**src/rtl/ex_hazard_ctrl_pkg.sv**
```systemverilog
// ex_hazard_ctrl_pkg: shared constants and types for the EX hazard controller.
//   HZ_REG_ADDR_WIDTH : default register index width
//   hz_state_e        : stall/flush sequencer states
package ex_hazard_ctrl_pkg;

  localparam int HZ_REG_ADDR_WIDTH = 5;

  typedef enum logic [1:0] {
    HZ_RUN      = 2'd0,
    HZ_MEM_WAIT = 2'd1,
    HZ_FLUSH    = 2'd2
  } hz_state_e;

endpackage

```
**src/rtl/ex_hazard_ctrl_hz_scoreboard.sv**
```systemverilog
// hz_scoreboard: two-slot (EX, MEM) destination scoreboard plus the
// load-use forward compare feeding the registered MEM->ALU operand selects.
//   clk, rst_n           : clock, synchronous active-low reset
//   advance              : pipeline moves this edge (0 = frozen)
//   bubble               : NOP goes into ID/EX this edge
//   id_*                 : decoded fields of the instruction in ID
//   fwd_a, fwd_b         : registered EX operand selects
module hz_scoreboard
  import ex_hazard_ctrl_pkg::*;
#(
  parameter int AW = HZ_REG_ADDR_WIDTH
) (
  input  logic          clk,
  input  logic          rst_n,
  input  logic          advance,
  input  logic          bubble,
  input  logic          id_valid,
  input  logic [AW-1:0] id_rs1,
  input  logic [AW-1:0] id_rs2,
  input  logic          id_uses_rs1,
  input  logic          id_uses_rs2,
  input  logic [AW-1:0] id_rd,
  input  logic          id_reg_write,
  input  logic          id_is_load,
  output logic          fwd_a,
  output logic          fwd_b
);

  typedef struct packed {
    logic [AW-1:0] rd;
    logic          reg_write;
    logic          is_load;
  } slot_t;

  // vld_pipe[0] = EX slot valid, vld_pipe[1] = MEM slot valid
  logic [1:0] vld_pipe;
  slot_t      ex_q, mem_q;
  logic       ex_ld_wr, fwd_a_d, fwd_b_d;
  logic       unused_mem;

  assign ex_ld_wr = vld_pipe[0] & ex_q.is_load & ex_q.reg_write;
  // x0 is hardwired zero, so a load targeting it never forwards
  assign fwd_a_d  = id_uses_rs1 & ex_ld_wr & (ex_q.rd == id_rs1) & (id_rs1 != '0);
  assign fwd_b_d  = id_uses_rs2 & ex_ld_wr & (ex_q.rd == id_rs2) & (id_rs2 != '0);

  always_ff @(posedge clk) begin
    if (!rst_n) begin
      vld_pipe <= '0;
      ex_q     <= '0;
      mem_q    <= '0;
      fwd_a    <= 1'b0;
      fwd_b    <= 1'b0;
    end else if (advance) begin
      vld_pipe <= {vld_pipe[0], id_valid & ~bubble};
      mem_q    <= ex_q;
      ex_q     <= '{rd: id_rd, reg_write: id_reg_write, is_load: id_is_load};
      // a bubble edge puts a NOP in EX, which must not steer the ALU
      fwd_a    <= fwd_a_d & ~bubble;
      fwd_b    <= fwd_b_d & ~bubble;
    end
  end

  // MEM slot is tracked for pipeline bookkeeping; no output consumes it yet
  assign unused_mem = ^{vld_pipe[1], mem_q};

endmodule

```
**src/rtl/ex_hazard_ctrl.sv**
```systemverilog
// ex_hazard_ctrl: EX-stage hazard controller. Sequences data-memory wait
// stalls and post-flush bubbles, and owns the load-use forward scoreboard.
//   clk, rst_n                 : clock, synchronous active-low reset
//   id_*                       : ID decode fields
//   mem_access, dm_ready       : data-memory handshake of the MEM instruction
//   flush_req                  : taken branch/jump pulse from EX
//   stall, bubble, flush       : combinational pipeline controls
//   is_MEM_forward_ALU_A/B     : registered EX operand selects
//   dm_timeout                 : sticky memory wait timeout
module ex_hazard_ctrl
  import ex_hazard_ctrl_pkg::*;
#(
  parameter int REG_ADDR_WIDTH = HZ_REG_ADDR_WIDTH,
  parameter int FLUSH_CYCLES   = 2,
  parameter int WAIT_LIMIT     = 15
) (
  input  logic                      clk,
  input  logic                      rst_n,
  input  logic                      id_valid,
  input  logic [REG_ADDR_WIDTH-1:0] id_rs1,
  input  logic [REG_ADDR_WIDTH-1:0] id_rs2,
  input  logic                      id_uses_rs1,
  input  logic                      id_uses_rs2,
  input  logic [REG_ADDR_WIDTH-1:0] id_rd,
  input  logic                      id_reg_write,
  input  logic                      id_is_load,
  input  logic                      mem_access,
  input  logic                      dm_ready,
  input  logic                      flush_req,
  output logic                      stall,
  output logic                      bubble,
  output logic                      flush,
  output logic                      is_MEM_forward_ALU_A,
  output logic                      is_MEM_forward_ALU_B,
  output logic                      dm_timeout
);

  localparam int             WW      = $clog2(WAIT_LIMIT + 1);
  localparam logic [WW-1:0]  WL      = WW'(WAIT_LIMIT);
  localparam logic [WW-1:0]  WL_M1   = WW'(WAIT_LIMIT - 1);
  localparam logic [1:0]     FC_LOAD = 2'(FLUSH_CYCLES - 1);

  hz_state_e     state_q, state_d;
  logic [1:0]    fcnt_q, fcnt_d;
  logic          pend_q, pend_d;
  logic [WW-1:0] wcnt_q;
  logic          dm_wait;

  assign dm_wait = mem_access & ~dm_ready;

  always_comb begin
    state_d = state_q;
    fcnt_d  = fcnt_q;
    pend_d  = pend_q;
    stall   = 1'b0;
    bubble  = 1'b0;
    flush   = 1'b0;
    case (state_q)
      HZ_RUN: begin
        if (dm_wait) begin
          stall   = 1'b1;
          state_d = HZ_MEM_WAIT;
          pend_d  = flush_req;
        end else if (flush_req) begin
          state_d = HZ_FLUSH;
          fcnt_d  = FC_LOAD;
        end
      end
      HZ_MEM_WAIT: begin
        // MEM instruction is frozen, so only dm_ready matters here
        if (!dm_ready) begin
          stall  = 1'b1;
          pend_d = pend_q | flush_req;
        end else if (pend_q | flush_req) begin
          state_d = HZ_FLUSH;
          fcnt_d  = FC_LOAD;
          pend_d  = 1'b0;
        end else begin
          state_d = HZ_RUN;
        end
      end
      HZ_FLUSH: begin
        if (flush_req) fcnt_d = FC_LOAD;
        if (dm_wait) begin
          // memory wait outranks bubbling: hold everything, count frozen
          stall = 1'b1;
        end else begin
          flush  = 1'b1;
          bubble = 1'b1;
          if (!flush_req) begin
            if (fcnt_q == 2'd0) state_d = HZ_RUN;
            else                fcnt_d  = fcnt_q - 2'd1;
          end
        end
      end
      default: state_d = HZ_RUN;
    endcase
  end

  always_ff @(posedge clk) begin
    if (!rst_n) begin
      state_q    <= HZ_RUN;
      fcnt_q     <= 2'd0;
      pend_q     <= 1'b0;
      wcnt_q     <= '0;
      dm_timeout <= 1'b0;
    end else begin
      state_q <= state_d;
      fcnt_q  <= fcnt_d;
      pend_q  <= pend_d;
      // counts every memory-wait cycle, including the one that enters
      // MEM_WAIT, so the flag rises at the end of the WAIT_LIMIT-th cycle
      if (stall) wcnt_q <= (wcnt_q == WL) ? wcnt_q : wcnt_q + 1'b1;
      else       wcnt_q <= '0;
      if (stall && wcnt_q >= WL_M1) dm_timeout <= 1'b1;
    end
  end

  hz_scoreboard #(.AW(REG_ADDR_WIDTH)) u_sb (
    .clk          (clk),
    .rst_n        (rst_n),
    .advance      (~stall),
    .bubble       (bubble),
    .id_valid     (id_valid),
    .id_rs1       (id_rs1),
    .id_rs2       (id_rs2),
    .id_uses_rs1  (id_uses_rs1),
    .id_uses_rs2  (id_uses_rs2),
    .id_rd        (id_rd),
    .id_reg_write (id_reg_write),
    .id_is_load   (id_is_load),
    .fwd_a        (is_MEM_forward_ALU_A),
    .fwd_b        (is_MEM_forward_ALU_B)
  );

endmodule
```
**config.mk**
```make
export PLATFORM = sky130hd
export DESIGN_NAME = ex_hazard_ctrl
export DESIGN_NICKNAME = d
export VERILOG_FILES = /design/src/rtl/ex_hazard_ctrl_pkg.sv /design/src/rtl/ex_hazard_ctrl_hz_scoreboard.sv /design/src/rtl/ex_hazard_ctrl.sv
export SDC_FILE = /design/constraint.sdc
export NUM_CORES = 1
export LEC_CHECK = 0
export ABC_AREA = 1
export BUFFER_PORTS_ARGS = -buffer_cell sky130_fd_sc_hd__buf_2
export CORE_MARGIN = 3
export CORE_UTILIZATION = 48
export CTS_CLUSTER_DIAMETER = 120
export DETAILED_ROUTE_END_ITERATION = 10
export GPL_TIMING_DRIVEN = 0
export MAX_ROUTING_LAYER = met4
export PLACE_DENSITY = 0.75
export REMOVE_ABC_BUFFERS = 1
export SYNTH_ARGS = -nofsm -noshare
export SYNTH_HDL_FRONTEND = slang
export SYNTH_HIERARCHICAL = 1
export SYNTH_SLANG_ARGS = --single-unit
```
**constraint.sdc**
```tcl
create_clock -name clk -period 1.7 [get_ports clk]
set_input_delay 0.17 -clock clk [delete_from_list [all_inputs] [get_ports clk]]
set_output_delay 0.17 -clock clk [all_outputs]
set_load 0.005 [all_outputs]
```
==> summary.md, run 1 <==
| Metric | Value |
|---|---|
| Fraction of registers with async set/reset | 0% |
| Rows | 18 |
| DRT iter0 DRCs | 27 |
| Status | complete, no violations |
| Pwr Density | 900 nW/µm² |
| Starting Density | 51.5% |
| Static Leakage | 0.845 nW |
| Fmax achieved | 614 MHz |
| Largest net degree at the start of global routing | 16 |
| R2R cell count | 11 |
| First-pass GRT wire length | 4.62 mm |
| Hold WC Path Type | in -> reg |
| Min-delay src | id_reg_write |
| Placer congestion estimate | 0.845 |
| Worst-path clk slew | 0.11 ns |
| Final ANT Viol Nets | 0 |
| Pre-CTS setup slack | -0.386 ns |
| WL/cell | 10.2 µm |
| Initial antenna violation count | 0 |
| # setup viols final | 0 |
| Worst hold endpoint | u_sb/ex_q[1] |
| Die width | 58.2 µm |
| Critical R2R Capture | u_sb/fwd_a |
| Fin Clk Skew | 0.00101 ns |
| Fin crit period | 1.63 ns |
| Final Hold Fails | 0 |
| Area grow syn2layout | 24.4% |
| Top cells by area, synth | dfxtp_1 (31%), nand2_1 (16%), inv_1 (11%), ha_1 (6.7%), nor2_1 (5.7%) |
| Avg Inst Size Synth | 6.39 µm² |
| Drt pass-1 iters | 5 |
| Yosys top cell area share | 30.6% |
| Max-Cap Viols | 0 |
| Final Non-Filler Cells | 271 |
| Worst EP arrival | 1.46 ns |
| Clk_lat worst skew | 0.30 ns |
| Synthesized cell area | 1310 µm² |
| Post-Layout Inst Area | 1630 µm² |
| Post-DP HPWL | 2.12 mm |
| Final worst slack | 0.0726 ns |
| Netlist cell types | 26 |
| Proportion of layout cells with a drive suffix above 1 | 28.2% |
| Drt total wl | 2.77 mm |
| Number of synthesized flops with an enable pin | 0 |
| Die Y | 58.2 µm |
| Vias in the first global route | 1179 |
| Synth warn | 6 |
| Crit Path Category | reg -> out |
| GRT Total Usage | 17.8% |
| Core Footprint | 2540 µm² |
| Reg2reg setup slack | 0.14 ns |
| Slew margin rel. | 79.8% |
| Slew Limit Fails | 0 |
| Root Buffer | clkbuf_4 |
| Ys flop type | dfxtp_1 |
| Placed cell count | 263 |
| Final Core Density | 64.0% |
| Clock sinks | 20 |
| ANT cells | 0 |
| DR vias/cell | 4.85 |
| Synth cell count leaders | nand2_1 (55), inv_1 (37), dfxtp_1 (20), nor2_1 (20), nand3_1 (14) |
| Fin Setup TNS | 0 ns |
| Port Buf Inserts | 30 |
| Io pins | 31 |
| Clock buffer depth | 2 |
| Period Utilization, post-route | 95.7% |
| Data required, critical path | 1.53 ns |
| Most frequent cell after synthesis | nand2_1 |
| Grt ovf | 0 |
| Area leader, netlist | dfxtp_1 |
| RSZ-0062 raised after global routing | yes |
| DRC | 0 |
| Fillers | 239 |
| Inserted Clock Buffers | 3 |
| TritonCTS clock tree | built |
| Worst-margin pin slew | 0.303 ns |
| Flops & latches, synth | 20 |
| Crit-path max FO | 4 |
| VDD IR max | 0.000602 V |
| Cells after Synth | 205 |
| Htree depth | 1 |
| Final Net Count | 274 |
| Seq/Total Area, Yosys | 30.6% |
| CP Capture Type | output pin |
| Worst Hold Depth | 3 |
| CP Launch Type | flop |
| FF-to-FF Start | state_q[1] |
| DR vias | 1313 |
| Die area | 3390 µm² |
| Post-Place Cell Area | 1480 µm² |
==> logic make-up after synthesis <==
group	share of synthesized area (%)
compound gates	15.9
xor+xnor	0.669
fa+ha+maj	6.69
buf+inv	12.4
flops	30.6
simple gates	33.8
==> flip-flops by register name, summed over array words and instances (netlist names) <==
name and count:
u_sb/ex_q 7, wcnt_q 4, fcnt_q 2, state_q 2
dm_timeout 1, pend_q 1, u_sb/fwd_a 1, u_sb/fwd_b 1
u_sb/vld_pipe 1
==> placed cells by master, fill, tap and decap left out <==
cell,Yosys,routed
o21ai_0,11,11
buf_2,0,30
nand2_4,1,2
o211ai_1,1,1
nor2_2,3,2
a21oi_2,5,5
nand3_2,2,2
buf_4,2,4
ha_4,0,3
o22ai_1,1,1
clkbuf_4,0,3
inv_1,37,33
inv_2,1,4
ha_1,7,4
o21bai_4,0,1
clkbuf_8,0,1
o21ai_4,0,1
nor2_4,1,2
dfxtp_1,20,18
o21ai_2,2,1
nor2_1,20,20
dfxtp_4,0,2
nand2_1,55,54
nand3_1,14,14
a21oi_1,12,12
nor3_1,1,1
xnor2_1,1,1
inv_4,0,2
nand4_1,1,1
o21ai_1,2,2
nand2_2,1,1
or2_2,2,2
==> report_power, final <==
part           internal, mW  leakage [nW]  switching [mW]
combinational         0.259         0.659           0.351
clock                 0.131        0.0210           0.145
sequential            0.533         0.166          0.0476
==> stage by stage <==
step / total power, mW / hold WS, ns
4_1_cts: 1.39 / 0.0964
3_5_place_dp: 1.08 / 0.414
3_3_place_gp: 1.07 / 0.410
6_report: 1.47 / 0.0953
5_1_grt: 1.60 / 0.107
2_1_floorplan: 0.946 / 0.287
==> per-layer routing <==
metal / vias to the layer above / wire length [µm] / GRT usage [%]
li1: 707 / - / -
met1: 567 / 1240 / 20.5
met2: 32 / 1310 / 30.2
met3: 7 / 165 / 3.12
met4: 0 / 51 / 7.95
met5: - / 0 / -
==> worst max-delay path: stages (launching register included) <==
cell and delay [ns]:
dfxtp_4 0.39, inv_4 0.07, ha_4 0.15, inv_2 0.05, o21ai_4 0.23, nor2_4 0.05, nor2_4 0.10, buf_2 0.11
==> cell type report <==
class | instances | area [µm²] | share of cell area (%)
Multi-Input combinational cell | 144 | 816 | 50.1
Sequential cell | 20 | 408 | 25.0
Timing Repair Buffer | 34 | 180 | 11.1
Inverter | 39 | 151 | 9.29
Tap cell | 30 | 37.5 | 2.30
Clock buffer | 4 | 36.3 | 2.23
==> worst max path at each step <==
stage	from	endpoint	slack, ns	depth (start not counted)
final	state_q[0]	stall	0.07	7
after global routing	state_q[1]	u_sb/fwd_a	-0.03	11
after CTS	state_q[0]	stall	0.004	7
after detailed placement	state_q[1]	u_sb/ex_q[3]	-0.39	8
after global placement	state_q[1]	u_sb/ex_q[3]	-0.38	8
after floorplan	state_q[1]	u_sb/ex_q[2]	-0.003	8
==> what timing repair did <==
action / in CTS / in global routing
buffers inserted: 1 / 3
hold endpoints to repair: 0 / 0
hold buffers: 0 / 0
resized for setup: 10 / 12
setup endpoints to repair: 11 / 10
gates cloned: 0 / 0
pin swaps: 1 / 4
Note: power is estimated with default switching activity, not from simulation.
==> inputs of run 2 (changes only) <==
--- a/config.mk
+++ b/config.mk
@@ -6,7 +6,7 @@
 export NUM_CORES = 1
 export LEC_CHECK = 0
 export ABC_AREA = 1
-export BUFFER_PORTS_ARGS = -buffer_cell sky130_fd_sc_hd__buf_2
+export BUFFER_PORTS_ARGS = -buffer_cell sky130_fd_sc_hd__buf_4
 export CORE_MARGIN = 3
 export CORE_UTILIZATION = 48
 export CTS_CLUSTER_DIAMETER = 120
==> summary.md, run 2 (synthesized netlist as in run 1, its figures left out) <==
| Metric | Value |
|---|---|
| Met3 Wirelength | 123 µm (was 165 µm) |
| R2R cell count | 11 (unchanged) |
| Top sig layer | met4 (unchanged) |
| Port Buf Inserts | 30 (unchanged) |
| DR vias | 1327 (was 1313) |
| Biggest register | u_sb/ex_q (unchanged) |
| Core Footprint | 2540 µm² (unchanged) |
| Hold WC Path Type | in -> reg (unchanged) |
| Vias in the first global route | 1169 (was 1179) |
| Final Core Density | 67.7% (was 64.0%) |
| DR vias/cell | 4.84 (was 4.85) |
| Pwr Density | 934 nW/µm² (was 900 nW/µm²) |
| Critical R2R Capture | u_sb/fwd_a (unchanged) |
| Reg2reg setup slack | 0.15 ns (was 0.14 ns) |
| Pre-CTS setup slack | -0.364 ns (was -0.386 ns) |
| DRT iter0 DRCs | 45 (was 27) |
| Rows | 18 (unchanged) |
| CP Capture Type | output pin (unchanged) |
| Starting Density | 51.5% (unchanged) |
| RSZ-0062 raised after global routing | yes (unchanged) |
| Fin crit period | 1.63 ns (about the same) |
| Final worst slack | 0.0655 ns (was 0.0726 ns) |
| First-pass GRT wire length | 4.66 mm (was 4.62 mm) |
| Most common cell after layout, fill and taps aside | nand2_1 (unchanged) |
| Worst Hold Depth | 3 (unchanged) |
| Fin Setup TNS | 0 ns (unchanged) |
| Max-Cap Viols | 0 (unchanged) |
| Slew Limit Fails | 0 (unchanged) |
| Drt total wl | 2.94 mm (was 2.77 mm) |
| Post-DP HPWL | 2.13 mm (was 2.12 mm) |
| Metal-1 WL | 1.34 mm (was 1.24 mm) |
| Die Y | 58.2 µm (unchanged) |
| Min-delay src | id_is_load (was id_reg_write) |
| Placer congestion estimate | 0.819 (was 0.845) |
| Htree depth | 1 (unchanged) |
| WL met2 | 1.46 mm (was 1.31 mm) |
| GRT Total Usage | 17.8% (about the same) |
| Final Non-Filler Cells | 274 (was 271) |
| Fin Clk Skew | 0.0107 ns (was 0.00101 ns) |
| Final Hold Fails | 0 (unchanged) |
| Die area | 3390 µm² (unchanged) |
| Root Buffer | clkbuf_4 (unchanged) |
| VDD IR max | 0.000671 V (was 0.000602 V) |
| Clock sinks | 20 (unchanged) |
| Cts hold-fix bufs | 0 (unchanged) |
| Fmax achieved | 612 MHz (was 614 MHz) |
| Inserted Clock Buffers | 3 (unchanged) |
| Status | complete, no violations (unchanged) |
| Max reg flops | 7 (unchanged) |
| ANT cells | 0 (unchanged) |
| Static Leakage | 0.883 nW (was 0.845 nW) |
| Final hold slack | 0.0994 ns (was 0.0953 ns) |
| Post-Place Cell Area | 1560 µm² (was 1480 µm²) |
| Most frequent cells in the layout | nand2_1 (54), buf_4 (36), inv_1 (34) (was nand2_1 (54), inv_1 (33), buf_2 (30)) |
| Slew margin rel. | 83.9% (was 79.8%) |
| # setup viols final | 0 (unchanged) |
| Area grow syn2layout | 31.6% (was 24.4%) |
| Worst EP arrival | 1.46 ns (about the same) |
| WL/cell | 10.7 µm (was 10.2 µm) |
| Post-Layout Inst Area | 1720 µm² (was 1630 µm²) |
| Proportion of layout cells with a drive suffix above 1 | 28.7% (was 28.2%) |
| Grt ovf | 0 (unchanged) |
| Placed cell count | 263 (unchanged) |
| Initial antenna violation count | 0 (unchanged) |
| Io pins | 31 (unchanged) |
| Largest registers | u_sb/ex_q (7), wcnt_q (4) (unchanged) |
| Crit-path max FO | 4 (unchanged) |
| Data required, critical path | 1.53 ns (about the same) |
| CP Launch Type | flop (unchanged) |
| Die width | 58.2 µm (unchanged) |
| FF-to-FF Start | state_q[0] (was state_q[1]) |
| Drt pass-1 iters | 4 (was 5) |
| Clk_lat worst skew | 0.30 ns (about the same) |
| Fillers | 246 (was 239) |
| Final ANT Viol Nets | 0 (unchanged) |
| Clock buffer depth | 2 (unchanged) |
| Worst-path clk slew | 0.13 ns (was 0.11 ns) |
| Final Net Count | 277 (was 274) |
| Period Utilization, post-route | 96.1% (was 95.7%) |
| DRC | 0 (unchanged) |
| Worst-margin pin slew | 0.240 ns (was 0.303 ns) |
| Crit Path Category | reg -> out (unchanged) |
| Worst hold endpoint | u_sb/ex_q[0] (was u_sb/ex_q[1]) |
| Largest net degree at the start of global routing | 16 (unchanged) |
| Pwr Total | 1.61 mW (was 1.47 mW) |
| TritonCTS clock tree | built (unchanged) |
[run 2: changes by cell type in the layout (fill, tap and decap cells not counted), sizes merged]
cell    previous run  this run
clkbuf             4         3
bufinv             0         1
inv               39        38
clkinv             0         1
buf               34        37
[run 2: metal layers]
metal  vias up  global-route usage [%]
li1        714                       -
met1       588                    20.9
met2        23                    31.5
met3         2                    2.23
met4         0                    4.97
met5         -                       -
[run 2: worst max path at each step]
stage | slack [ns] | to | from | cells past startpoint
CTS | 0.009 | stall | state_q[0] | 7
global route | -0.01 | stall | state_q[0] | 7
finish | 0.07 | stall | state_q[0] | 7
floorplan | -0.003 | u_sb/ex_q[2] | state_q[1] | 8
detailed placement | -0.36 | u_sb/ex_q[3] | state_q[1] | 8
global placement | -0.34 | u_sb/ex_q[3] | state_q[1] | 8
[run 2: repair_timing]
action	CTS	global route
pin swaps	1	5
cloned	0	0
resized for setup	11	7
setup endpoints to repair	11	10
endpoints found under the hold margin	0	0
buffers inserted	1	6
[run 2: power by group]
part,switching (mW),internal [mW]
Sequential,0.0395,0.530
Combinational,0.363,0.287
Clock,0.154,0.238
[run 2: final cells by class]
cell class / count / area, µm² / share of cell area [%]
multi-input combinational: 144 / 796 / 46.2
tap: 30 / 37.5 / 2.18
sequential: 20 / 405 / 23.5
inverter: 39 / 151 / 8.78
clock inverter: 1 / 30.0 / 1.74
timing repair buffer: 37 / 282 / 16.3
clock buffer: 3 / 22.5 / 1.31
[run 2: worst max-delay path, stage by stage (launching register included)]
cell,delay [ns]
dfxtp_4,0.38
inv_2,0.06
ha_2,0.18
inv_2,0.05
o21ai_4,0.22
nor2_4,0.06
nor2_4,0.11
buf_4,0.11
